$ cat src/rtl/player_pkg.sv
`default_nettype none
// ============================================================================
// Module   : player_pkg
// Purpose  : Shared screen geometry, coordinate widths, ship size and colour
//            constants for the player ship drawing path.
// Ports    : none (package)
// Revision : 1.0  initial release
// ============================================================================
package player_pkg;

  // Visible frame of the VGA adapter
  localparam int SCREEN_W = 160;
  localparam int SCREEN_H = 120;

  // Pixel coordinate widths
  localparam int X_W = 8;
  localparam int Y_W = 7;

  // Ship footprint in pixels
  localparam int SHIP_W = 2;
  localparam int SHIP_H = 3;

  // Colours
  localparam logic [2:0] COL_BLACK = 3'b000;
  localparam logic [2:0] COL_WHITE = 3'b111;

  // Row offsets inside the ship are 0..SHIP_H-1; anything else is illegal.
  function automatic logic row_ofs_legal(input logic [1:0] ofs);
    return (32'(ofs) < SHIP_H);
  endfunction

endpackage : player_pkg
`default_nettype wire

$ cat src/rtl/player_datapath_key_sync.sv
`default_nettype none
// ============================================================================
// Module   : player_datapath_key_sync (module name key_sync)
// Purpose  : Two-flop synchroniser for a raw active-low push button, with the
//            output inverted to an active-high request.
// Ports    : clk      - system clock
//            reset_n  - asynchronous active-low reset
//            i_key_n  - raw active-low key, asynchronous to clk
//            o_key    - synchronised active-high key, 2 clk latency
// Revision : 1.0  initial release
// ============================================================================
module key_sync (
  input  logic clk,
  input  logic reset_n,
  input  logic i_key_n,
  output logic o_key
);

  // Flops hold the inverted key so that reset (all zeros) means "released".
  logic r_meta;
  logic r_sync;

  always_ff @(posedge clk or negedge reset_n) begin
    if (!reset_n) begin
      r_meta <= 1'b0;
      r_sync <= 1'b0;
    end else begin
      r_meta <= ~i_key_n;
      r_sync <= r_meta;
    end
  end

  assign o_key = r_sync;

endmodule : key_sync
`default_nettype wire

$ cat src/rtl/player_datapath.sv
`default_nettype none
// ============================================================================
// Module   : player_datapath
// Purpose  : Datapath and pacing companion for the player ship drawing FSM.
//            Synchronises the up/down keys, generates the per-frame
//            draw_enable strobe, tracks the ship's top row and registers the
//            pixel coordinates/colour/plot toward the VGA adapter.
// Ports    : clk, reset_n            - clock, async active-low reset
//            key_up_n, key_down_n    - raw active-low buttons
//            y_pos_mod, y_neg_mod    - FSM move-up / move-down strobes
//            add_x, add_y            - pixel offsets inside the ship
//            colour, write_en        - pixel colour and write strobe
//            continue_draw           - FSM end-of-sequence strobe
//            up, down                - synchronised key requests
//            draw_enable             - one-cycle frame strobe
//            vga_x/vga_y/vga_colour/vga_plot - registered pixel to VGA
//            ship_y                  - current ship top row
//            busy                    - draw sequence in progress
// Revision : 1.0  initial release
// ============================================================================
module player_datapath
  import player_pkg::*;
#(
  parameter logic [X_W-1:0] X_POS     = 8'd4,
  parameter logic [Y_W-1:0] Y_INIT    = 7'd58,
  parameter logic [Y_W-1:0] Y_MAX     = Y_W'(SCREEN_H - SHIP_H),
  parameter int             FRAME_DIV = 833333
) (
  input  logic           clk,
  input  logic           reset_n,
  input  logic           key_up_n,
  input  logic           key_down_n,
  input  logic           y_pos_mod,
  input  logic           y_neg_mod,
  input  logic           add_x,
  input  logic [1:0]     add_y,
  input  logic [2:0]     colour,
  input  logic           write_en,
  input  logic           continue_draw,
  output logic           up,
  output logic           down,
  output logic           draw_enable,
  output logic [X_W-1:0] vga_x,
  output logic [Y_W-1:0] vga_y,
  output logic [2:0]     vga_colour,
  output logic           vga_plot,
  output logic [Y_W-1:0] ship_y,
  output logic           busy
);

  localparam int             CNT_W      = (FRAME_DIV > 2) ? $clog2(FRAME_DIV) : 1;
  localparam logic [CNT_W-1:0] c_CNT_LAST = CNT_W'(FRAME_DIV - 1);

  // --------------------------------------------------------------------------
  // Key synchronisers
  // --------------------------------------------------------------------------
  key_sync u_sync_up (
    .clk     (clk),
    .reset_n (reset_n),
    .i_key_n (key_up_n),
    .o_key   (up)
  );

  key_sync u_sync_down (
    .clk     (clk),
    .reset_n (reset_n),
    .i_key_n (key_down_n),
    .o_key   (down)
  );

  // --------------------------------------------------------------------------
  // Frame counter and draw_enable
  // --------------------------------------------------------------------------
  logic [CNT_W-1:0] r_frame_cnt;
  logic             r_busy;
  logic             w_frame_last;

  assign w_frame_last = (r_frame_cnt == c_CNT_LAST);

  always_ff @(posedge clk or negedge reset_n) begin
    if (!reset_n) begin
      r_frame_cnt <= '0;
    end else if (w_frame_last) begin
      r_frame_cnt <= '0;
    end else begin
      r_frame_cnt <= r_frame_cnt + 1'b1;
    end
  end

  // A frame tick that lands while a draw is running is simply lost; the FSM
  // picks up the next one.
  assign draw_enable = w_frame_last & ~r_busy;

  // --------------------------------------------------------------------------
  // busy: start of a move sets it, continue_draw clears it, set wins.
  // --------------------------------------------------------------------------
  logic w_move;
  assign w_move = y_pos_mod | y_neg_mod;

  always_ff @(posedge clk or negedge reset_n) begin
    if (!reset_n) begin
      r_busy <= 1'b0;
    end else if (w_move) begin
      r_busy <= 1'b1;
    end else if (continue_draw) begin
      r_busy <= 1'b0;
    end
  end

  assign busy = r_busy;

  // --------------------------------------------------------------------------
  // Ship position with clamping at the top and bottom rows
  // --------------------------------------------------------------------------
  logic [Y_W-1:0] r_ship_y;
  logic [Y_W-1:0] w_ship_y_nxt;

  always_comb begin
    w_ship_y_nxt = r_ship_y;
    case ({y_pos_mod, y_neg_mod})
      2'b10: w_ship_y_nxt = (r_ship_y == '0)    ? '0    : r_ship_y - 1'b1;
      2'b01: w_ship_y_nxt = (r_ship_y == Y_MAX) ? Y_MAX : r_ship_y + 1'b1;
      default: w_ship_y_nxt = r_ship_y;  // idle, or both strobes cancel out
    endcase
  end

  always_ff @(posedge clk or negedge reset_n) begin
    if (!reset_n) begin
      r_ship_y <= Y_INIT;
    end else begin
      r_ship_y <= w_ship_y_nxt;
    end
  end

  assign ship_y = r_ship_y;

  // --------------------------------------------------------------------------
  // Pixel path: registered every cycle. vga_y uses the ship row as it stands
  // this cycle, so the first plot of a move still lands on the old row.
  // --------------------------------------------------------------------------
  logic [X_W-1:0] r_vga_x;
  logic [Y_W-1:0] r_vga_y;
  logic [2:0]     r_vga_colour;
  logic           r_vga_plot;
  logic [X_W-1:0] w_pix_x;
  logic [Y_W-1:0] w_pix_y;

  assign w_pix_x = X_POS + X_W'(add_x);
  assign w_pix_y = r_ship_y + Y_W'(add_y);

  always_ff @(posedge clk or negedge reset_n) begin
    if (!reset_n) begin
      r_vga_x      <= '0;
      r_vga_y      <= '0;
      r_vga_colour <= COL_BLACK;
      r_vga_plot   <= 1'b0;
    end else begin
      r_vga_x      <= w_pix_x;
      r_vga_y      <= w_pix_y;
      r_vga_colour <= colour;
      // An out-of-ship row offset must never reach the frame buffer.
      r_vga_plot   <= write_en & row_ofs_legal(add_y);
    end
  end

  assign vga_x      = r_vga_x;
  assign vga_y      = r_vga_y;
  assign vga_colour = r_vga_colour;
  assign vga_plot   = r_vga_plot;

endmodule : player_datapath
`default_nettype wire

$ cat config.mk
export PLATFORM = sky130hd
export DESIGN_NAME = player_datapath
export DESIGN_NICKNAME = d
export VERILOG_FILES = /design/src/rtl/player_pkg.sv /design/src/rtl/player_datapath_key_sync.sv /design/src/rtl/player_datapath.sv
export SDC_FILE = /design/constraint.sdc
export NUM_CORES = 1
export LEC_CHECK = 0
export ABC_CLOCK_PERIOD_IN_PS = 2000
export CAP_MARGIN = 40
export CELL_PAD_IN_SITES_DETAIL_PLACEMENT = 0
export CELL_PAD_IN_SITES_GLOBAL_PLACEMENT = 1
export CORE_ASPECT_RATIO = 0.75
export CORE_MARGIN = 5
export CORE_UTILIZATION = 36
export DETAILED_ROUTE_END_ITERATION = 8
export PLACE_DENSITY_LB_ADDON = 0.25
export SLEW_MARGIN = 10
export SYNTH_ARGS = -nofsm -noshare
export SYNTH_HDL_FRONTEND = slang
export SYNTH_SLANG_ARGS = --single-unit
$ cat constraint.sdc
create_clock -name clk -period 2 [get_ports clk]
set_clock_uncertainty 0.15 [all_clocks]
set_input_delay 0.2 -clock clk [delete_from_list [all_inputs] [get_ports clk]]
set_output_delay 0.2 -clock clk [all_outputs]
set_load 0.05 [all_outputs]
* Word level (Yosys, flattened, before mapping) *
Index checks and enable logic that the tools add are counted.

storage, ports and cells
  output and inout port bits = 30
  flip-flop bits (word level) = 47
  word-level logic and storage cells = 36
  memories kept = 0
  ROM bits = 0
  latch bits = 0
  RAM bits = 0

operators by class
  div/mod/pow operators = 0
  order comparisons = 1
  equal/unequal tests = 4
  reductions and logical operators = 3
  $mul = 0
  bitwise operators = 6
  multiplexer cells = 6
  add/sub/neg operators = 5
  shifts and indexed selects = 0

operators by type and width
  kind                   number
  $add 20x1->20 const B  1
  $eq 20x20->1 const B   1
  $mux 20                1
  $mux 7                 2
  $pmux 7 s2             1
  $add 7x1->7 const B    1
  $add 7x2->7            1
  $eq 7x7->1 const B     1
  $logic_not 7->1        1
  $sub 7x1->7 const B    1
  $add 3x1->4 const A    1
  $reduce_bool 2->1      2
  $not 1->1              3
  $and 1x1->1            2
  $eq 2x1->1 const B     1
  $eq 2x2->1 const B     1
  $lt 2x2->1 const B     1
  $mux 1                 2
  $or 1x1->1             1

* Longest topological paths before layout *
Gate-level depths: netlist (run 1).

  depth in word-level cells = 3
  mapped depth = 7

* Cells and area by module *
From an unflattened synthesis (run 1), not the netlist that was laid out.

second synthesis, totals
  cells, all modules = 225
  area, all modules = 2,292.2 um^2

by module, submodules not included
  module           seq. area each (um^2)  cells each  instances  area each (um^2)
  player_datapath  1,031.0                219         1          2,184.6
  key_sync         50.0                   3           2          53.8

* Least setup slack after synthesis (run 1) *
No wires, ideal clock.

  kind = register to register
  start point = register r_ship_y[0], in the netlist ship_y[0]
  end point = register r_ship_y[6], in the netlist ship_y[6]
  cell stages (with the launch flop) = 8
  required time = 1,713 ps
  path slack = -186 ps
  data arrival time = 1,899 ps
  cell sequence = dfrtp_1 > inv_1 > ha_1 > or3b_1 > nor3_1 > mux2i_1 > a32o_1 > a21oi_1

on the way
  longest elaborated chain between the ends = 3
  elaborated cells between the ends (all ways) = 7
  those cells by class = add/sub: 2; eq/ne: 1; mux: 3; reduce/logical: 1

RTL lines
  what                                 RTL line                                        text
  from (decl)                          player_datapath.sv:115                          logic [Y_W-1:0] r_ship_y;
  from (signal assigned)               player_datapath.sv:131                          r_ship_y <= w_ship_y_nxt;
  $add 7x1->7 (tied with other cells)  player_datapath.sv:122                          2'b01: w_ship_y_nxt = (r_ship_y == Y_MAX) ? Y_MAX : r_ship_y + 1'b1;
  $mux 7 (on tied branches)            player_datapath.sv:122, player_datapath.sv:121
  $pmux 7 s2 *                         player_datapath.sv:120                          case ({y_pos_mod, y_neg_mod})

Every way passes the cells marked *; elsewhere a longest branch is shown, timed or not.
A chain may end at the register's enable or synchronous reset.

* Worst setup path in the final report (run 1) *
  start point = register r_frame_cnt[6]
  end point = output port draw_enable

on the way
  longest elaborated chain between the ends = 2

RTL lines
  what                    RTL line               text
  from (decl)             player_datapath.sv:74  logic [CNT_W-1:0] r_frame_cnt;
  from (signal assigned)  player_datapath.sv:86  r_frame_cnt <= r_frame_cnt + 1'b1;
  $eq 20x20->1            player_datapath.sv:78  assign w_frame_last = (r_frame_cnt == c_CNT_LAST);
  $and 1x1->1             player_datapath.sv:92  assign draw_enable = w_frame_last & ~r_busy;
  to (decl)               player_datapath.sv:42  output logic draw_enable,

Every way passes these cells.

==> results of run 1 <==
[synthesized netlist by cell type (all sizes together)]
| library cell | instances |
|---|---|
| a21bo | 1 |
| a21boi | 1 |
| a21o | 1 |
| a21oi | 9 |
| a22o | 1 |
| a22oi | 1 |
| a31oi | 3 |
| a32o | 2 |
| a41oi | 1 |
| and2 | 1 |
| and3 | 3 |
| and4 | 2 |
| buf | 10 |
| clkbuf | 2 |
| conb | 2 |
| dfrtp | 41 |
| dfstp | 4 |
| fa | 1 |
| ha | 10 |
| inv | 17 |
| mux2i | 2 |
| nand2 | 13 |
| nand2b | 1 |
| nand3 | 11 |
| nand3b | 2 |
| nand4 | 6 |
| nand4b | 1 |
| nor2 | 21 |
| nor2b | 2 |
| nor3 | 4 |
| nor4 | 4 |
| nor4b | 1 |
| o21a | 1 |
| o21ai | 10 |
| o31ai | 1 |
| or3b | 1 |
| or4 | 1 |
| xnor2 | 12 |
| xor2 | 9 |
[worst reg2reg max path, cell delays in order (launching register included)]
cell and delay (ns):
sky130_fd_sc_hd__dfrtp_1 0.38, sky130_fd_sc_hd__or4_4 0.54, sky130_fd_sc_hd__nor4_4 0.15, sky130_fd_sc_hd__nor4b_4 0.25
sky130_fd_sc_hd__buf_4 0.18, sky130_fd_sc_hd__buf_6 0.11, sky130_fd_sc_hd__nand3b_1 0.10, sky130_fd_sc_hd__o21ai_1 0.06
[power by group]
part,switching [W],total (W),internal [W]
clock network,0.000284,0.000529,0.000245
logic,0.00101,0.00158,0.000571
registers,0.000126,0.00122,0.00109
total,0.00142,0.00333,0.00191
[cells by family after synthesis]
logic type               share of synthesized area [%]
AND/OR/NAND/NOR                                   17.7
flip-flops                                        51.0
AO/OA/AOI/OAI                                     8.96
buffers and inverters                             6.31
XOR/XNOR                                          8.29
adder cells (fa/ha/maj)                           6.54
other                                            0.338
multiplexers                                     0.902
[sequential cells by signal, summed over array words and instances, names as in the netlist]
signal,count
vga_y,7
vga_x,2
vga_colour,3
u_sync_up.r_meta,1
ship_y,7
u_sync_down.r_meta,1
u_sync_down.o_key,1
busy,1
r_frame_cnt,20
vga_plot,1
u_sync_up.o_key,1
[timing repair]
item	CTS	global route
hold endpoints to repair	16	0
setup endpoints to repair	4	20
hold buffers	1	0
resized for setup	3	31
pin swaps	0	10
buffers inserted	2	1
[cell type report]
type,count,area [µm²],area share (%)
flip-flops and latches,45,1140,36.8
multi-input cells,147,1080,35.1
repair buffers,68,622,20.2
well taps,78,97.6,3.16
clock buffers,7,76.3,2.47
inverters,17,66.3,2.15
clock inverters,1,5.00,0.162
[metal layers]
| metal | vias to the layer above | global-route usage [%] |
|---|---|---|
| met5 | - | 0 |
| met4 | 0 | 4.04 |
| met3 | 2 | 3.41 |
| met2 | 68 | 17.6 |
| met1 | 803 | 18.8 |
| li1 | 859 | - |
[worst max-delay path by stage]
| stage | start | to | slack, ns | depth (start not counted) |
|---|---|---|---|---|
| 2_1_floorplan | ship_y[1]$_DFFE_PN1P_ | ship_y[6]$_DFFE_PN0P_ | -0.03 | 7 |
| 3_3_place_gp | r_frame_cnt[6]$_DFF_PN0_ | draw_enable | -0.11 | 5 |
| 3_5_place_dp | r_frame_cnt[6]$_DFF_PN0_ | draw_enable | -0.13 | 5 |
| 4_1_cts | r_frame_cnt[6]$_DFF_PN0_ | draw_enable | -0.36 | 5 |
| 5_1_grt | r_frame_cnt[6]$_DFF_PN0_ | draw_enable | -0.40 | 5 |
| 6_report | r_frame_cnt[6]$_DFF_PN0_ | draw_enable | -0.29 | 5 |
[through the flow]
step	TNS, ns	cell area [µm²]
2_1_floorplan	-0.0444	2250
3_3_place_gp	-0.206	2830
3_5_place_dp	-0.285	2830
4_1_cts	-0.593	2960
5_1_grt	-1.44	3080
6_report	-0.459	3080
==> Implementation_results.wiki, run 1 <==
{| class="wikitable"
! Metric !! Value
|-
| Top metal layer carrying routed signals || met4
|-
| Detailed-route DRC error count || 0
|-
| Number of endpoints with negative hold slack in the final report || 0
|-
| Layout Nets || 309
|-
| Reg-to-Reg Start || r_frame_cnt[6]$_DFF_PN0_
|-
| Sum of internal, switching and leakage power || 0.00333 W
|-
| Worst hold path type || primary input to flip-flop
|-
| Wire length on met3 || roughly 400 µm
|-
| Synthesis Warnings || 0
|-
| Via count of the first global-routing pass || between 1.5k and 2k
|-
| Smallest hold slack || 0.197 ns
|-
| Area of the core region || 5890 µm²
|-
| Number of buffers and inverters on the critical path || 1
|-
| Clock transition at the registers of the reported paths || 0.08 ns
|-
| GPL Wtd Cong || about 0.86
|-
| Total number of vias || 1732
|-
| Critical R2R Capture || r_frame_cnt[18]$_DFF_PN0_
|-
| Grt total ovfl || 0
|-
| Cell breakdown of the critical path || or4_4 -> nor4_4 -> nor4b_4 -> and2_4 -> buf_12
|-
| Final period demand of the worst path || 2.29 ns
|-
| Required time reported for the critical path endpoint || ~1.7 ns
|-
| Length of the first detailed-routing pass in iterations || 4
|-
| Via count normalized by instance count || about 4.8
|-
| Initial antenna violation count || 0
|-
| Cell type of the slowest stage on the worst timing path || sky130_fd_sc_hd__or4_4
|-
| Cell count of the worst reg-to-reg path || 7
|-
| Final core area utilization || 52.4%
|-
| Peak Freq || around 440 MHz
|-
| Largest net degree at the start of global routing || 21
|-
| First-pass GRT wire length || 7810 µm
|-
| Layout cell share with drive strength beyond 1 || 26.0%
|-
| Worst path arrival time || 1.94 ns
|-
| Worst-case setup slack after placement || -0.129 ns
|-
| Crit path kind || flip-flop to primary output
|-
| Clock sinks || 45
|-
| Cell taking the most area after synthesis || sky130_fd_sc_hd__dfrtp_1
|-
| Slack of the worst reg-to-reg path || -0.05 ns
|-
| Startpoint type of the worst setup path || flip-flop
|-
| Die extent in x || 101 µm
|-
| Synthesis-to-finish area growth || 39.0%
|-
| Leakage component of the power || 1.34 nW
|-
| Register area share after synthesis || 51.0%
|-
| Slew of the pin with the lowest slew margin || 0.511 ns
|-
| Remaining number of nets flagged by the antenna check after routing || 0
|-
| Clock tree from TritonCTS || done
|-
| Unrepaired setup endpoints after global routing || yes
|-
| Number of ports placed on the die boundary || 44
|-
| Number of cells traversed by the worst hold path || 1
|-
| Average instance area after synthesis || 10.3 µm²
|-
| Library cell used as clock root buffer || sky130_fd_sc_hd__clkbuf_8
|-
| Number of distinct library cell variants in the gate-level netlist after synthesis || between 40 and 50
|-
| Final Max Slew Viols || 0
|-
| Area share of the largest cell type after synthesis || between 40% and 50%
|-
| Clock latency of the later-clocked register in the worst-skew pair || 0.29 ns
|-
| CTS Buf Count || 5
|-
| Ranking of synthesized cells by area || sky130_fd_sc_hd__dfrtp_1 46%, sky130_fd_sc_hd__ha_1 5.6%, sky130_fd_sc_hd__dfstp_2 4.7%, sky130_fd_sc_hd__xnor2_1 4.7%, sky130_fd_sc_hd__nor2_1 3.6%
|-
| Placed insts || 351
|-
| H-tree lvl count || 2
|-
| Total inserted antenna cells || 0
|-
| Post-detail-place hpwl || 3570 µm
|-
| Post-DR wirelength/cell || 13.1 µm
|-
| Hold worst-path end || vga_colour[2]$_DFF_PN0_
|-
| Number of filler cells placed in the layout || 561
|-
| Maximum vdd drop || a little over 0.6 mV
|-
| Routed wl met2 || around 1900 µm
|-
| Outcome || complete, but fails checks
|-
| Final WS setup || -0.294 ns
|-
| Commonest cells after routing, fill and taps aside || 40 x sky130_fd_sc_hd__dfrtp_1, 34 x sky130_fd_sc_hd__buf_4, 28 x sky130_fd_sc_hd__clkdlybuf4s50_1
|-
| Final setup violation count || 7
|-
| Wirelength, routed || around 4700 µm
|-
| Endpoint type of the worst setup path || primary output
|-
| Worst-case headroom to the max-slew limit || 65.9%
|-
| Number of buffers between clock root and the deepest sink || 2
|-
| Failing checks || setup timing
|-
| Max stage delay on crit path || around 0.54 ns
|-
| Overall fraction of global-route tracks in use || 12.6%
|-
| Die Height || 78 µm
|-
| Row Count || 24
|-
| Iteration-0 DRC Markers || 122
|-
| Post-synthesis instance total || 216
|-
| Area of the mapped netlist || about 2200 µm²
|-
| Leading cell type in the layout, fill and taps excluded || sky130_fd_sc_hd__dfrtp_1
|-
| Number of synthesized register bits || 45
|-
| Maximum fanout count along the critical path || 2
|-
| Die area || about 7900 µm²
|-
| Kind of cell adding the most delay to the critical path || simple AND/OR/NAND/NOR gates
|-
| Final instance count without filler cells || 363
|-
| Final Cycle Share || 115%
|-
| IO buf count || 37
|-
| Power density over the cells || 1080 nW/µm²
|-
| M1 WL || ~2400 µm
|-
| Max-cap check violation count || 0
|-
| Worst Min Path Start || colour[2]
|-
| Initial cell density of the core || ~38%
|}
(Power assumes the default switching activity.)
==> inputs of run 2 (changes only) <==
--- a/config.mk
+++ b/config.mk
@@ -17,4 +17,5 @@
 export SLEW_MARGIN = 10
 export SYNTH_ARGS = -nofsm -noshare
 export SYNTH_HDL_FRONTEND = slang
+export SYNTH_HIERARCHICAL = 1
 export SYNTH_SLANG_ARGS = --single-unit
==> Implementation_results.wiki, run 2 <==
{| class="wikitable"
! Metric !! Value
|-
| Outcome || complete, but fails checks
|-
| Failing checks || setup timing
|-
| Leading cell type in the layout, fill and taps excluded || sky130_fd_sc_hd__dfrtp_1
|-
| Total inserted antenna cells || 0
|-
| Final Cycle Share || 102%
|-
| Area of the mapped netlist || between 2000 and 2500 µm²
|-
| Largest register FFs || 20
|-
| Via count of the first global-routing pass || 1657
|-
| Number of endpoints with negative hold slack in the final report || 0
|-
| Post-synthesis xor/xnor area fraction || 7.64%
|-
| Share of synthesized cell area in full adder, half adder and majority cells || 6.33%
|-
| Final Max Slew Viols || 0
|-
| Die Height || 79.1 µm
|-
| CTS Buf Count || 5
|-
| Startpoint type of the worst setup path || flip-flop
|-
| IO buf count || 37
|-
| Overall fraction of global-route tracks in use || 13.6%
|-
| Post-synthesis instance total || 225
|-
| Area fraction in and, or, nand and nor cells after synthesis || 20.7%
|-
| Detailed-route DRC error count || 0
|-
| Area of the core region || 6260 µm²
|-
| Post-DR wirelength/cell || 14.2 µm
|-
| Row Count || 25
|-
| Wire length on met3 || roughly 530 µm
|-
| Unrepaired setup endpoints after global routing || yes
|-
| Maximum fanout count along the critical path || 2
|-
| Clock transition at the registers of the reported paths || 0.10 ns
|-
| Crit path kind || flip-flop to primary output
|-
| Worst-case setup slack after placement || 0.0546 ns
|-
| Post-detail-place hpwl || 3810 µm
|-
| Most used DFF post-synth || sky130_fd_sc_hd__dfrtp_1
|-
| Reg-to-Reg Start || ship_y[1]$_DFFE_PN1P_
|-
| Top metal layer carrying routed signals || met4
|-
| Synthesis-to-finish area growth || 29.3%
|-
| Number of flops mapped to enable cells by yosys || 0
|-
| Remaining number of nets flagged by the antenna check after routing || 0
|-
| FFs w/ async S/R, synth || 100%
|-
| Number of cells traversed by the worst hold path || 1
|-
| Cell count of the worst reg-to-reg path || 5
|-
| Number of buffers between clock root and the deepest sink || 2
|-
| Library cell used as clock root buffer || sky130_fd_sc_hd__clkbuf_8
|-
| Final period demand of the worst path || 2.04 ns
|-
| Synthesized-area fraction occupied by ao, oa, aoi and oai cells || 8.79%
|-
| Clock latency of the later-clocked register in the worst-skew pair || 0.30 ns
|-
| Final WS setup || -0.0432 ns
|-
| Layout Nets || slightly above 300
|-
| Critical R2R Capture || ship_y[1]$_DFFE_PN1P_
|-
| Number of distinct library cell variants in the gate-level netlist after synthesis || between 40 and 50
|-
| Number of synthesized register bits || 45
|-
| Routed wl met2 || 1910 µm
|-
| Initial cell density of the core || 36.6%
|-
| Number of filler cells placed in the layout || between 600 and 700
|-
| Power density over the cells || 1210 nW/µm²
|-
| Cell taking the most area after synthesis || sky130_fd_sc_hd__dfrtp_1
|-
| Maximum vdd drop || 0.561 mV
|-
| Hold worst-path end || vga_x[0]$_DFF_PN0_
|-
| M1 WL || 2610 µm
|-
| Average instance area after synthesis || 10.2 µm²
|-
| First-pass GRT wire length || 8470 µm
|-
| Slew of the pin with the lowest slew margin || 0.550 ns
|-
| Number of ports placed on the die boundary || 44
|-
| Launch point of the worst path || r_frame_cnt[17]$_DFF_PN0_
|-
| H-tree lvl count || 2
|-
| Worst Min Path Start || add_x
|-
| Area taken by multi-input logic gates || a little over 1000 µm²
|-
| Required time reported for the critical path endpoint || 1.65 ns
|-
| Worst hold path type || primary input to flip-flop
|-
| Combinational family with the most area after synthesis || simple AND/OR/NAND/NOR gates
|-
| Die area || about 8000 µm²
|-
| Top cells by instance count after synthesis || 41 x sky130_fd_sc_hd__dfrtp_1, 20 x sky130_fd_sc_hd__nor2_1, 17 x sky130_fd_sc_hd__inv_1, 14 x sky130_fd_sc_hd__nand2_1, 14 x sky130_fd_sc_hd__xnor2_1
|-
| Post-synthesis mux area share || 0.437%
|-
| Count leader, synth || sky130_fd_sc_hd__dfrtp_1
|-
| Die extent in x || around 100 µm
|-
| Worst-case headroom to the max-slew limit || between 60 and 70%
|-
| Largest net degree at the start of global routing || 25
|-
| Synthesis Warnings || 6
|-
| Worst path arrival time || 1.69 ns
|-
| Final core area utilization || 47.4%
|-
| Max-cap check violation count || 0
|-
| Layout cell share with drive strength beyond 1 || 14.7%
|-
| Ranking of synthesized cells by area || sky130_fd_sc_hd__dfrtp_1 45%, sky130_fd_sc_hd__ha_1 5.5%, sky130_fd_sc_hd__xnor2_1 5.3%, sky130_fd_sc_hd__dfstp_2 4.6%, sky130_fd_sc_hd__nor2_1 3.3%
|-
| Peak Freq || 489 MHz
|-
| Endpoint type of the worst setup path || primary output
|-
| Total number of vias || 1772
|-
| Initial antenna violation count || 0
|-
| Slack of the worst reg-to-reg path || 0.22 ns
|-
| Area share of the largest cell type after synthesis || 44.8%
|-
| Grt total ovfl || 0
|-
| Length of the first detailed-routing pass in iterations || 4
|-
| GPL Wtd Cong || 0.788
|-
| Clock tree from TritonCTS || done
|-
| Register area share after synthesis || 49.3%
|-
| Final setup violation count || 1
|-
| Commonest cells after routing, fill and taps aside || 41 x sky130_fd_sc_hd__dfrtp_1, 29 x sky130_fd_sc_hd__clkdlybuf4s50_1, 20 x sky130_fd_sc_hd__nor2_1, 20 x sky130_fd_sc_hd__buf_4, 17 x sky130_fd_sc_hd__inv_1
|-
| Clock sinks || 45
|-
| FF/Latch Area || between 1000 and 1500 µm²
|-
| Iteration-0 DRC Markers || 125
|-
| Via count normalized by instance count || 4.94
|-
| Register name with the most flops || r_frame_cnt
|-
| Leakage component of the power || 1.33 nW
|-
| Wirelength, routed || 5100 µm
|}
-- run 2: metrics by stage --
step	total power [W]	hold WS [ns]	area [µm²]	setup TNS, ns	cells
final	0.00359	0.179	2960	-0.0432	359
after global routing	0.00378	0.159	2960	-0.204	359
after CTS	0.00361	0.175	2960	-0.0730	359
after detailed placement	0.00277	0.0764	2800	0	348
after global placement	0.00279	0.0655	2800	0	348
after floorplan	0.00224	-0.246	2310	0	230
-- run 2: worst max-delay path, cell delays in order, from the launching register on --
cell and delay [ns]:
sky130_fd_sc_hd__dfrtp_1 0.39, sky130_fd_sc_hd__nor4_1 0.28, sky130_fd_sc_hd__nand4_1 0.23, sky130_fd_sc_hd__nor4_4 0.20, sky130_fd_sc_hd__and2_4 0.19, sky130_fd_sc_hd__buf_12 0.13
-- run 2: cell families (layout without fill, tap and decap cells) --
logic type               Yosys count  after routing
other                              2              7
multiplexers                       1              1
AND/OR/NAND/NOR                   87             87
buffers and inverters             30             78
XOR/XNOR                          20             20
AO/OA/AOI/OAI                     29             29
adder cells (fa/ha/maj)           11             11
flip-flops                        45             45
-- run 2: timing repair --
| item | CTS | global route |
|---|---|---|
| setup buffers | 2 | 0 |
| hold endpoints to repair | 18 | 0 |
| pin swaps | 3 | 1 |
| resized for setup | 1 | 0 |
| hold buffers | 1 | 0 |
| endpoints found under the setup margin | 1 | 1 |
-- run 2: final cells by class --
class / count / area share [%]
Clock buffer: 5 / 2.32
Clock inverter: 3 / 2.32
Inverter: 17 / 2.15
Multi-Input combinational cell: 155 / 34.9
Sequential cell: 45 / 38.2
Tap cell: 81 / 3.42
Timing Repair Buffer: 53 / 16.7
-- run 2: per-layer routing --
| layer | track usage, % | up-vias |
|---|---|---|
| met2 | 16.7 | 75 |
| met4 | 3.93 | 0 |
| met3 | 5.18 | 4 |
| li1 | - | 864 |
| met5 | 0 | - |
| met1 | 21.4 | 829 |
-- run 2: worst max-delay path by stage --
stage | to | slack, ns
floorplan | ship_y[1]$_DFFE_PN1P_ | 0.02
global placement | ship_y[6]$_DFFE_PN0P_ | 0.07
detailed placement | ship_y[6]$_DFFE_PN0P_ | 0.05
CTS | draw_enable | -0.07
global route | draw_enable | -0.20
finish | draw_enable | -0.04
-- run 2: power breakdown --
part | switching (W) | total, W | internal, W
registers | 0.000116 | 0.00120 | 0.00109
logic | 0.00100 | 0.00155 | 0.000545
clock network | 0.000336 | 0.000840 | 0.000503
==> inputs of run 3 (changes only) <==
--- a/config.mk
+++ b/config.mk
@@ -14,6 +14,7 @@
 export CORE_UTILIZATION = 36
 export DETAILED_ROUTE_END_ITERATION = 8
 export PLACE_DENSITY_LB_ADDON = 0.25
+export SKIP_CTS_REPAIR_TIMING = 1
 export SLEW_MARGIN = 10
 export SYNTH_ARGS = -nofsm -noshare
 export SYNTH_HDL_FRONTEND = slang
==> Implementation_results.wiki, run 3 (synthesis gave the netlist of run 2 again) <==
{| class="wikitable"
! Metric !! Value
|-
| Outcome || complete, but fails checks
|-
| Failing checks || setup timing
|-
| Clock tree from TritonCTS || done
|-
| Number of ports placed on the die boundary || 44
|-
| Layout Nets || 301
|-
| Maximum vdd drop || 0.561 mV
|-
| Final Max Slew Viols || 0
|-
| Area of the core region || around 6300 µm²
|-
| Unrepaired setup endpoints after global routing || yes
|-
| Wirelength, routed || 5090 µm
|-
| Number of filler cells placed in the layout || 616
|-
| Endpoint type of the worst setup path || primary output
|-
| Placed insts || about 350
|-
| Post-detail-place hpwl || 3810 µm
|-
| Proportion of total power due to net switching || 40.5%
|-
| Slack of the worst reg-to-reg path || between 0.2 and 0.25 ns
|-
| Clock power frac || 23.4%
|-
| CTS Buf Count || 5
|-
| M1 WL || 2640 µm
|-
| Register name with the most flops || r_frame_cnt
|-
| IO buf count || 37
|-
| Die Height || 79.1 µm
|-
| Largest net degree at the start of global routing || 25
|-
| Portion of total power attributed to combinational logic || 43.1%
|-
| Row Count || 25
|-
| Slew of the pin with the lowest slew margin || 0.551 ns
|-
| Power density over the cells || 1210 nW/µm²
|-
| Max stage delay on crit path || roughly 0.40 ns
|-
| Max-cap check violation count || 0
|-
| Startpoint type of the worst setup path || flip-flop
|-
| Maximum fanout count along the critical path || 2
|-
| Worst-case setup slack after placement || 0.0546 ns
|-
| Routed wl met2 || 1920 µm
|-
| First-pass GRT wire length || 8400 µm
|-
| Wire length on met3 || 495 µm
|-
| Largest register FFs || 20
|-
| Crit path kind || flip-flop to primary output
|-
| Cell count of the worst reg-to-reg path || 5
|-
| Area of placed instances || 2800 µm²
|-
| Initial cell density of the core || 36.6%
|-
| Die area || 8080 µm²
|-
| Detailed-route DRC error count || 0
|-
| Worst Min Path Start || add_x
|-
| Number of cells traversed by the worst hold path || 1
|-
| Commonest cells after routing, fill and taps aside || 41 x sky130_fd_sc_hd__dfrtp_1, 29 x sky130_fd_sc_hd__clkdlybuf4s50_1, 20 x sky130_fd_sc_hd__nor2_1
|-
| Number of endpoints with negative hold slack in the final report || 0
|-
| Cell breakdown of the critical path || nor4_2 -> nand4_1 -> nor4_4 -> and2_4 -> buf_12
|-
| Via count normalized by instance count || 4.94
|-
| H-tree lvl count || 2
|-
| Peak Freq || 490 MHz
|-
| Final instance count without filler cells || 358
|-
| Final Cycle Share || 102%
|-
| Leakage component of the power || 1.32 nW
|-
| Clock sinks || 45
|-
| Leading cell type in the layout, fill and taps excluded || sky130_fd_sc_hd__dfrtp_1
|-
| Top metal layer carrying routed signals || met4
|-
| Total inserted antenna cells || 0
|-
| Critical R2R Capture || ship_y[1]$_DFFE_PN1P_
|-
| Kind of cell adding the most delay to the critical path || simple AND/OR/NAND/NOR gates
|-
| Initial antenna violation count || 0
|-
| Final setup violation count || 1
|-
| Final WS setup || -0.0415 ns
|-
| Number of buffers and inverters on the critical path || 1
|-
| Hold worst-path end || vga_x[0]$_DFF_PN0_
|-
| Length of the first detailed-routing pass in iterations || 4
|-
| Smallest hold slack || 0.179 ns
|-
| Final period demand of the worst path || 2.04 ns
|-
| Part of the power in registers || 33.5%
|-
| Library cell used as clock root buffer || sky130_fd_sc_hd__clkbuf_8
|-
| Power spent charging and discharging nets || 0.00145 W
|-
| Grt total ovfl || 0
|-
| Number of buffers between clock root and the deepest sink || 2
|-
| Worst-case headroom to the max-slew limit || 63.2%
|-
| Required time reported for the critical path endpoint || between 1.5 and 2 ns
|-
| Via count of the first global-routing pass || 1646
|-
| Worst hold path type || primary input to flip-flop
|-
| Internal power || around 0.0021 W
|-
| Reg-to-Reg Start || ship_y[1]$_DFFE_PN1P_
|-
| Remaining number of nets flagged by the antenna check after routing || 0
|-
| Total number of vias || around 1.8k
|-
| Post-DR wirelength/cell || 14.2 µm
|-
| Clock transition at the registers of the reported paths || 0.10 ns
|-
| Synthesis-to-finish area growth || 29.3%
|-
| Overall fraction of global-route tracks in use || 13.5%
|-
| Iteration-0 DRC Markers || 108
|-
| Area taken by multi-input logic gates || around 1000 µm²
|-
| GPL Wtd Cong || 0.788
|-
| FF/Latch Area || 1130 µm²
|-
| Cell type of the slowest stage on the worst timing path || sky130_fd_sc_hd__dfrtp_1
|-
| Layout cell share with drive strength beyond 1 || 14.8%
|-
| Worst path arrival time || between 1.5 and 2 ns
|-
| Clock latency of the later-clocked register in the worst-skew pair || 0.30 ns
|-
| Die extent in x || slightly above 100 µm
|-
| Post-route cell area || between 2000 and 3000 µm²
|}
-- run 3: final cells by class --
type                       count  share of cell area, %
clock buffer                   5                   2.32
clock inverter                 3                   2.32
inverter                      17                   2.15
multi-input combinational    155                   35.1
sequential                    45                   38.2
tap                           81                   3.42
timing repair buffer          52                   16.5
-- run 3: worst max path at each step --
stage	slack [ns]	start	endpoint	cells after the start
final	-0.04	r_frame_cnt[16]$_DFF_PN0_	draw_enable	5
after global routing	-0.18	r_frame_cnt[0]$_DFF_PN0_	draw_enable	6
after CTS	-0.21	r_frame_cnt[17]$_DFF_PN0_	draw_enable	5
after detailed placement	0.05	y_neg_mod	ship_y[6]$_DFFE_PN0P_	7
after global placement	0.07	y_neg_mod	ship_y[6]$_DFFE_PN0P_	7
after floorplan	0.02	ship_y[0]$_DFFE_PN0P_	ship_y[1]$_DFFE_PN1P_	5
-- run 3: worst reg2reg max path, cell delays in order (launching register included) --
cell	delay [ns]
sky130_fd_sc_hd__dfstp_2	0.55
sky130_fd_sc_hd__inv_1	0.09
sky130_fd_sc_hd__ha_1	0.21
sky130_fd_sc_hd__and3_1	0.23
sky130_fd_sc_hd__or3_1	0.33
sky130_fd_sc_hd__a31oi_1	0.17
-- run 3: power by group through the flow --
stage	Combinational (W)	Clock, W	Sequential (W)
floorplan	0.000519	0	0.00172
global placement	0.00156	0	0.00122
detailed placement	0.00155	0	0.00122
CTS	0.00155	0.000854	0.00121
global route	0.00165	0.000898	0.00123
finish	0.00155	0.000838	0.00120
-- run 3: stage by stage --
step	power, W	util [%]	TNS [ns]
2_1_floorplan	0.00224	-	0
3_5_place_dp	0.00277	44.8	0
5_1_grt	0.00378	47.4	-0.177
3_3_place_gp	0.00279	44.8	0
6_report	0.00359	47.4	-0.0415
4_1_cts	0.00361	47.0	-0.205
-- run 3: routing by layer --
layer,track usage (%),vias to the layer above
met5,0,-
met4,3.93,0
met3,5.18,4
met2,16.5,68
met1,21.2,831
li1,-,865
==> RTL edit 1, RTL diff (config.mk and constraints of run 1) <==
Add an input register stage for `key_up_n`; this delays it by one clock. The other inputs are not delayed to match.
--- a/src/rtl/player_datapath.sv
+++ b/src/rtl/player_datapath.sv
@@ -51,13 +51,19 @@
   localparam int             CNT_W      = (FRAME_DIV > 2) ? $clog2(FRAME_DIV) : 1;
   localparam logic [CNT_W-1:0] c_CNT_LAST = CNT_W'(FRAME_DIV - 1);
 
+  logic key_up_n_q;
+
+  always_ff @(posedge clk) begin
+    key_up_n_q <= key_up_n;
+  end
+
   // --------------------------------------------------------------------------
   // Key synchronisers
   // --------------------------------------------------------------------------
   key_sync u_sync_up (
     .clk     (clk),
     .reset_n (reset_n),
-    .i_key_n (key_up_n),
+    .i_key_n (key_up_n_q),
     .o_key   (up)
   );
 
Function: changed (Yosys sat finds a counterexample within 4 cycles, from zero or initial values and one cycle with reset_n low).
==> RTL edit 1 against run 1 <==
The flow still finishes with violations (negative setup slack). Hold slack worse by 0.014 ns. Global-route usage is 1.5 points higher. Setup slack better by 0.13 ns. Synthesized area is 5.6% higher. Design area is 1.5% higher. Sequential cell count is 1 higher. Wire length is 12% higher. Count of clock-buffer cells in the layout stayed put. Total power is 0.16% higher. Largest cell class unchanged. Sequential share of layout area is 0.12 points higher.
==> RTL edit 1: results (changes against run 1) <==
result of the run=complete, but fails checks; violations in the final reports=negative setup slack; Net Switching=1410 uW (-0.50%); asr flop ratio synth=97.8% (-2.2 points); All-Layer GR Usage=14.1% (+1.5 points); arrival time of the worst setup path=1.82 ns (-0.12 ns); CTS max path bufs=2 (unchanged); area of placed instances=2960 sq um (+4.8%); leading cell types by count after synthesis=dfrtp_1, inv_1, nor2_1; Total Neg Setup Slack=-0.167 ns (+0.292 ns); 1st-iter DRT viols=82 (-33%); routability cong.=0.873 (+1.8%); flip-flop count of the largest register after layout=20 (unchanged); number of nets in the finished design=320 (+3.6%); fraction of met1 tracks used by global routing=22.2% (+3.4 points); area of the die=8240 sq um (+4.9%); sequential area share after synthesis=49.1% (-1.8 points); register ranked first by flip-flop count=r_frame_cnt; maximum single-stage delay on the critical path=0.45 ns (-0.09 ns); placed wire-length estimate after detailed placement=4.09 mm (+15%); pin count of the biggest net entering global routing=22 (+4.8%); clock-pin slew reported for the worst setup and hold paths after clock tree synthesis=0.09 ns; worst-case setup slack after placement=0.0496 ns (+0.179 ns); worst min-delay path category=in -> reg; total count of hold-check failures in the final report=0 (unchanged); average wire length per cell after detail routing=14.1 microns (+7.8%); Final Worst Setup Slack=-0.167 ns (+0.127 ns); IR drop worst, VDD=0.000471 V (-23%); wire length of the first global-routing pass=9.00 mm (+15%); chip width=103 microns (+2.5%); number of global-route vias before repair=1822 (+11%); critical path fanouts, max=2 (unchanged); met3 Use GR=4.19% (+0.79 points); number of H-tree levels=2 (unchanged); ratio of cells with drive above 1 in the final layout=22.6% (-3.3 points); per-cell via count in the routed design=4.89 (+2.4%); worst slew pin tran=0.522 ns (+0.0118 ns); number of I/O port buffers=37 (unchanged); Setup-failing EPs final=1 (-6); main area contributors after synthesis=dfrtp_1, ha_1, xnor2_1; Global Route met2 Usage=18.1% (+0.45 points); number of distinct library cells after synthesis=50 (+14%); leak pwr=0.00140 uW (+3.9%)
==> RTL edit 1: path summary, 6_finish.rpt <==
check | from | slack, ns | cells past startpoint | end
max in group asynchronous | reset_n | 0.89 | 3 | r_frame_cnt[8]$_DFF_PN0_
min in group asynchronous | reset_n | 0.25 | 2 | vga_y[6]$_DFF_PN0_
worst max register to register | r_frame_cnt[0]$_DFF_PN0_ | 0.06 | 5 | r_frame_cnt[18]$_DFF_PN0_
worst max-delay path | r_frame_cnt[6]$_DFF_PN0_ | -0.17 | 5 | draw_enable
worst min-delay path | add_x | 0.18 | 1 | vga_x[0]$_DFF_PN0_
worst min register to register | u_sync_up.r_meta$_DFF_PN0_ | 0.20 | 0 | u_sync_up.o_key$_DFF_PN0_
==> RTL edit 1: metal layers <==
metal / routed length, microns / vias up
met3: 407 / 8
met5: 0 / -
met1: 2910 / 868
met4: 58 / 0
met2: 1930 / 54
li1: - / 912
==> RTL edit 1: through the flow <==
| step | util (%) | std cells |
|---|---|---|
| detailed placement | 46.9 | 364 |
| global placement | 46.9 | 364 |
| CTS | 49.0 | 377 |
| finish | 49.6 | 377 |
| global route | 49.6 | 377 |
| floorplan | - | 231 |
==> RTL edit 1: power by group through the flow <==
stage	Clock (uW)	Sequential, uW	Combinational [uW]
2_1_floorplan	0	1710	480
3_3_place_gp	0	1240	1510
3_5_place_dp	0	1240	1510
4_1_cts	618	1220	1510
5_1_grt	661	1260	1630
6_report	585	1230	1520
==> RTL edit 1: timing repair <==
action / in CTS / in global routing
gates resized for setup: 1 / 8
buffers inserted: 4 / 1
hold buffers: 1 / 0
pin swaps: 1 / 3
endpoints found under the setup margin: 1 / 9
hold endpoints to repair: 15 / 0
==> RTL edit 1: logic make-up after synthesis <==
family / share of synthesized area [%]
flops: 49.1
other cells: 0.320
simple gates: 20.2
mux: 1.28
fa+ha+maj: 6.19
compound gates: 8.81
xor+xnor: 7.47
buf+inv: 6.57
==> RTL edit 1: critical path: cells and delay by family, from the launching register on <==
kind	cells	cell delay (ns)
flip-flops	1	0.39
buffers and inverters	1	0.13
AND/OR/NAND/NOR	4	1.00
==> RTL edit 1: layout make-up <==
| class | count | area, sq um |
|---|---|---|
| clock inverters | 1 | 5.00 |
| multi-input cells | 152 | 1100 |
| fillers | 614 | 3190 |
| repair buffers | 69 | 601 |
| inverters | 21 | 78.8 |
| clock buffers | 7 | 86.3 |
| flip-flops and latches | 46 | 1160 |
| well taps | 81 | 101 |
==> RTL edit 2, RTL diff (flow settings as in run 1) <==
Without the edit above. `X_W`: 8 -> 6.
--- a/src/rtl/player_pkg.sv
+++ b/src/rtl/player_pkg.sv
@@ -13,7 +13,7 @@
   localparam int SCREEN_H = 120;
 
   // Pixel coordinate widths
-  localparam int X_W = 8;
+  localparam int X_W = 6;
   localparam int Y_W = 7;
 
   // Ship footprint in pixels
Interface: changed (resized vga_x); port bits go from 44 to 42. No check against the original RTL was run, so the function may have changed too.
==> RTL edit 2 against run 1 <==
The run still ends with negative setup slack left. Setup slack got worse by 0.0051 ns. Cell count decreased by 1.9%. Hold slack got worse by 0.013 ns. Total power increased by 4.9%. Die area decreased by 0.60%. Synthesized cell count decreased by 0.93%. Wire length decreased by 0.15%. Synthesized area decreased by 0.68%. Design area decreased by 1.9%. Sequential cell count unchanged. Sequential share of layout area increased by 0.70 points. Utilization decreased by 0.98 points. First-iteration DRC count decreased by 2.5%. Critical path type unchanged. Largest cell class unchanged.
==> RTL edit 2: results (changes against run 1) <==
result of the run=complete, but fails checks; violations in the final reports=negative setup slack; Final Worst Setup Slack=-0.299 ns (-0.00506 ns); clock-pin slew reported for the worst setup and hold paths after clock tree synthesis=~0.09 ns; placed wire-length estimate after detailed placement=3.35 mm (-6.0%); All-Layer GR Usage=13.0% (+0.34 points); ratio of cells with drive above 1 in the final layout=21.9% (-4.0 points); number of I/O port buffers=37 (unchanged); Skew-Pair Late Insertion Delay=0.30 ns; Setup-failing EPs final=1 (-6); worst min-delay path category=in -> reg; root buf cell=clkbuf_8; depth of the most critical reg-to-reg path=6 (-1); filler cell count=549 (-2.1%); main area contributors after synthesis=dfrtp_1, ha_1, dfstp_2; pin count of the biggest net entering global routing=46 (+120%); CTS max path bufs=2 (unchanged); register ranked first by flip-flop count=r_frame_cnt; number of global-route vias before repair=1688 (+2.5%); number of antenna violations at the first check in global routing=0 (unchanged); number of nets in the finished design=302 (-2.3%); routability cong.=0.842 (-1.9%); critical path fanouts, max=2 (unchanged); Max-slew headroom=66.6% (+0.72 points); Pre-Repair DR Iteration Count=4 (unchanged); asr flop ratio synth=100% (unchanged); wire length of the first global-routing pass=8.05 mm (+3.1%); total detailed-routing wirelength=4.74 mm (-0.15%); capture point of the worst path=draw_enable; cts bufs inserted=5 (unchanged); most used flip-flop cell after synthesis=dfrtp_1; terminus of the critical flop-to-flop path=r_frame_cnt[18]$_DFF_PN0_; arrival time of the worst setup path=1.95 ns; leading cell types by count after synthesis=dfrtp_1, nor2_1, inv_1; worst reg2reg setup slack=0.03 ns (+0.08 ns); number of distinct library cells after synthesis=44 (unchanged); sequential area share after synthesis=51.3% (+0.35 points); leak pwr=0.00133 uW (-0.68%); Critical Path Source=r_frame_cnt[6]$_DFF_PN0_; area of placed instances=2800 sq um (-0.89%); Yosys Warn Count=0 (unchanged); drc violations=0 (unchanged); average wire length per cell after detail routing=13.3 microns (+1.8%); per-cell via count in the routed design=4.79 (+0.44%); synthesized instance count=214 (-0.93%); IR drop worst, VDD=0.000592 V (-3.4%); flip-flop count of the largest register after layout=20 (unchanged); 1st-iter DRT viols=119 (-2.5%); number of H-tree levels=2 (unchanged); number of antenna diodes=0 (unchanged); placed insts=345 (-1.7%)
## RTL edit 2: per-stage QoR
stage	hold WS (ns)	util, %	setup TNS [ns]	worst slack, ns
after floorplan	-0.246	-	-0.0444	-0.0251
after global placement	0.0488	47.6	-0.0673	-0.0319
after detailed placement	0.0516	47.6	-0.230	-0.0890
after CTS	0.173	51.0	-0.482	-0.329
after global routing	0.181	51.4	-0.939	-0.391
final	0.184	51.4	-0.299	-0.299
## RTL edit 2: kinds of logic after synthesis
logic type | share of synthesized area (%)
AND/OR/NAND/NOR | 17.8
buffers and inverters | 5.68
flip-flops | 51.3
AO/OA/AOI/OAI | 9.02
multiplexers | 0.908
adder cells (fa/ha/maj) | 6.58
other | 0.341
XOR/XNOR | 8.34
## RTL edit 2: how the worst min path moves through the flow
stage / from / to / slack, ns / cells past startpoint
floorplan: reset_n / busy$_DFFE_PN0P_ / -0.25 / 0
global placement: reset_n / ship_y[6]$_DFFE_PN0P_ / 0.05 / 2
detailed placement: reset_n / ship_y[0]$_DFFE_PN0P_ / 0.05 / 2
CTS: add_x / vga_x[0]$_DFF_PN0_ / 0.17 / 1
global route: add_x / vga_x[0]$_DFF_PN0_ / 0.18 / 1
finish: add_x / vga_x[0]$_DFF_PN0_ / 0.18 / 1
## RTL edit 2: repair_timing
item,4_1_cts,5_1_grt
setup buffers,4,0
resized for setup,6,9
pin swaps,1,2
hold buffers,1,0
endpoints found under the setup margin,4,18
hold endpoints to repair,45,0
## RTL edit 2: layout make-up
type / count / share of cell area (%)
multi-input combinational: 145 / 33.8
tap: 78 / 3.22
clock inverter: 2 / 1.28
sequential: 45 / 37.5
clock buffer: 6 / 2.40
inverter: 17 / 2.19
timing repair buffer: 63 / 19.6
## RTL edit 2: worst max-delay path, cell delays in order (launching register included)
cell     delay [ns]
dfrtp_1        0.39
or4_4          0.55
nor4_4         0.16
nor4b_4        0.25
and2_4         0.19
buf_12         0.13
## RTL edit 2: routing by layer
layer	wire length [microns]	track usage [%]	share of wire (%)	up-vias
met5	0	0	0	-
li1	-	-	-	846
met4	27	2.83	0.57	0
met1	2390	19.3	50	798
met3	411	4.12	8.7	2
met2	1910	18.3	40	60
## RTL edit 2: power breakdown
part | switching (uW) | internal [uW] | total (uW)
Clock | 309 | 375 | 684
Combinational | 996 | 562 | 1560
Sequential | 157 | 1100 | 1250
Total | 1460 | 2030 | 3490
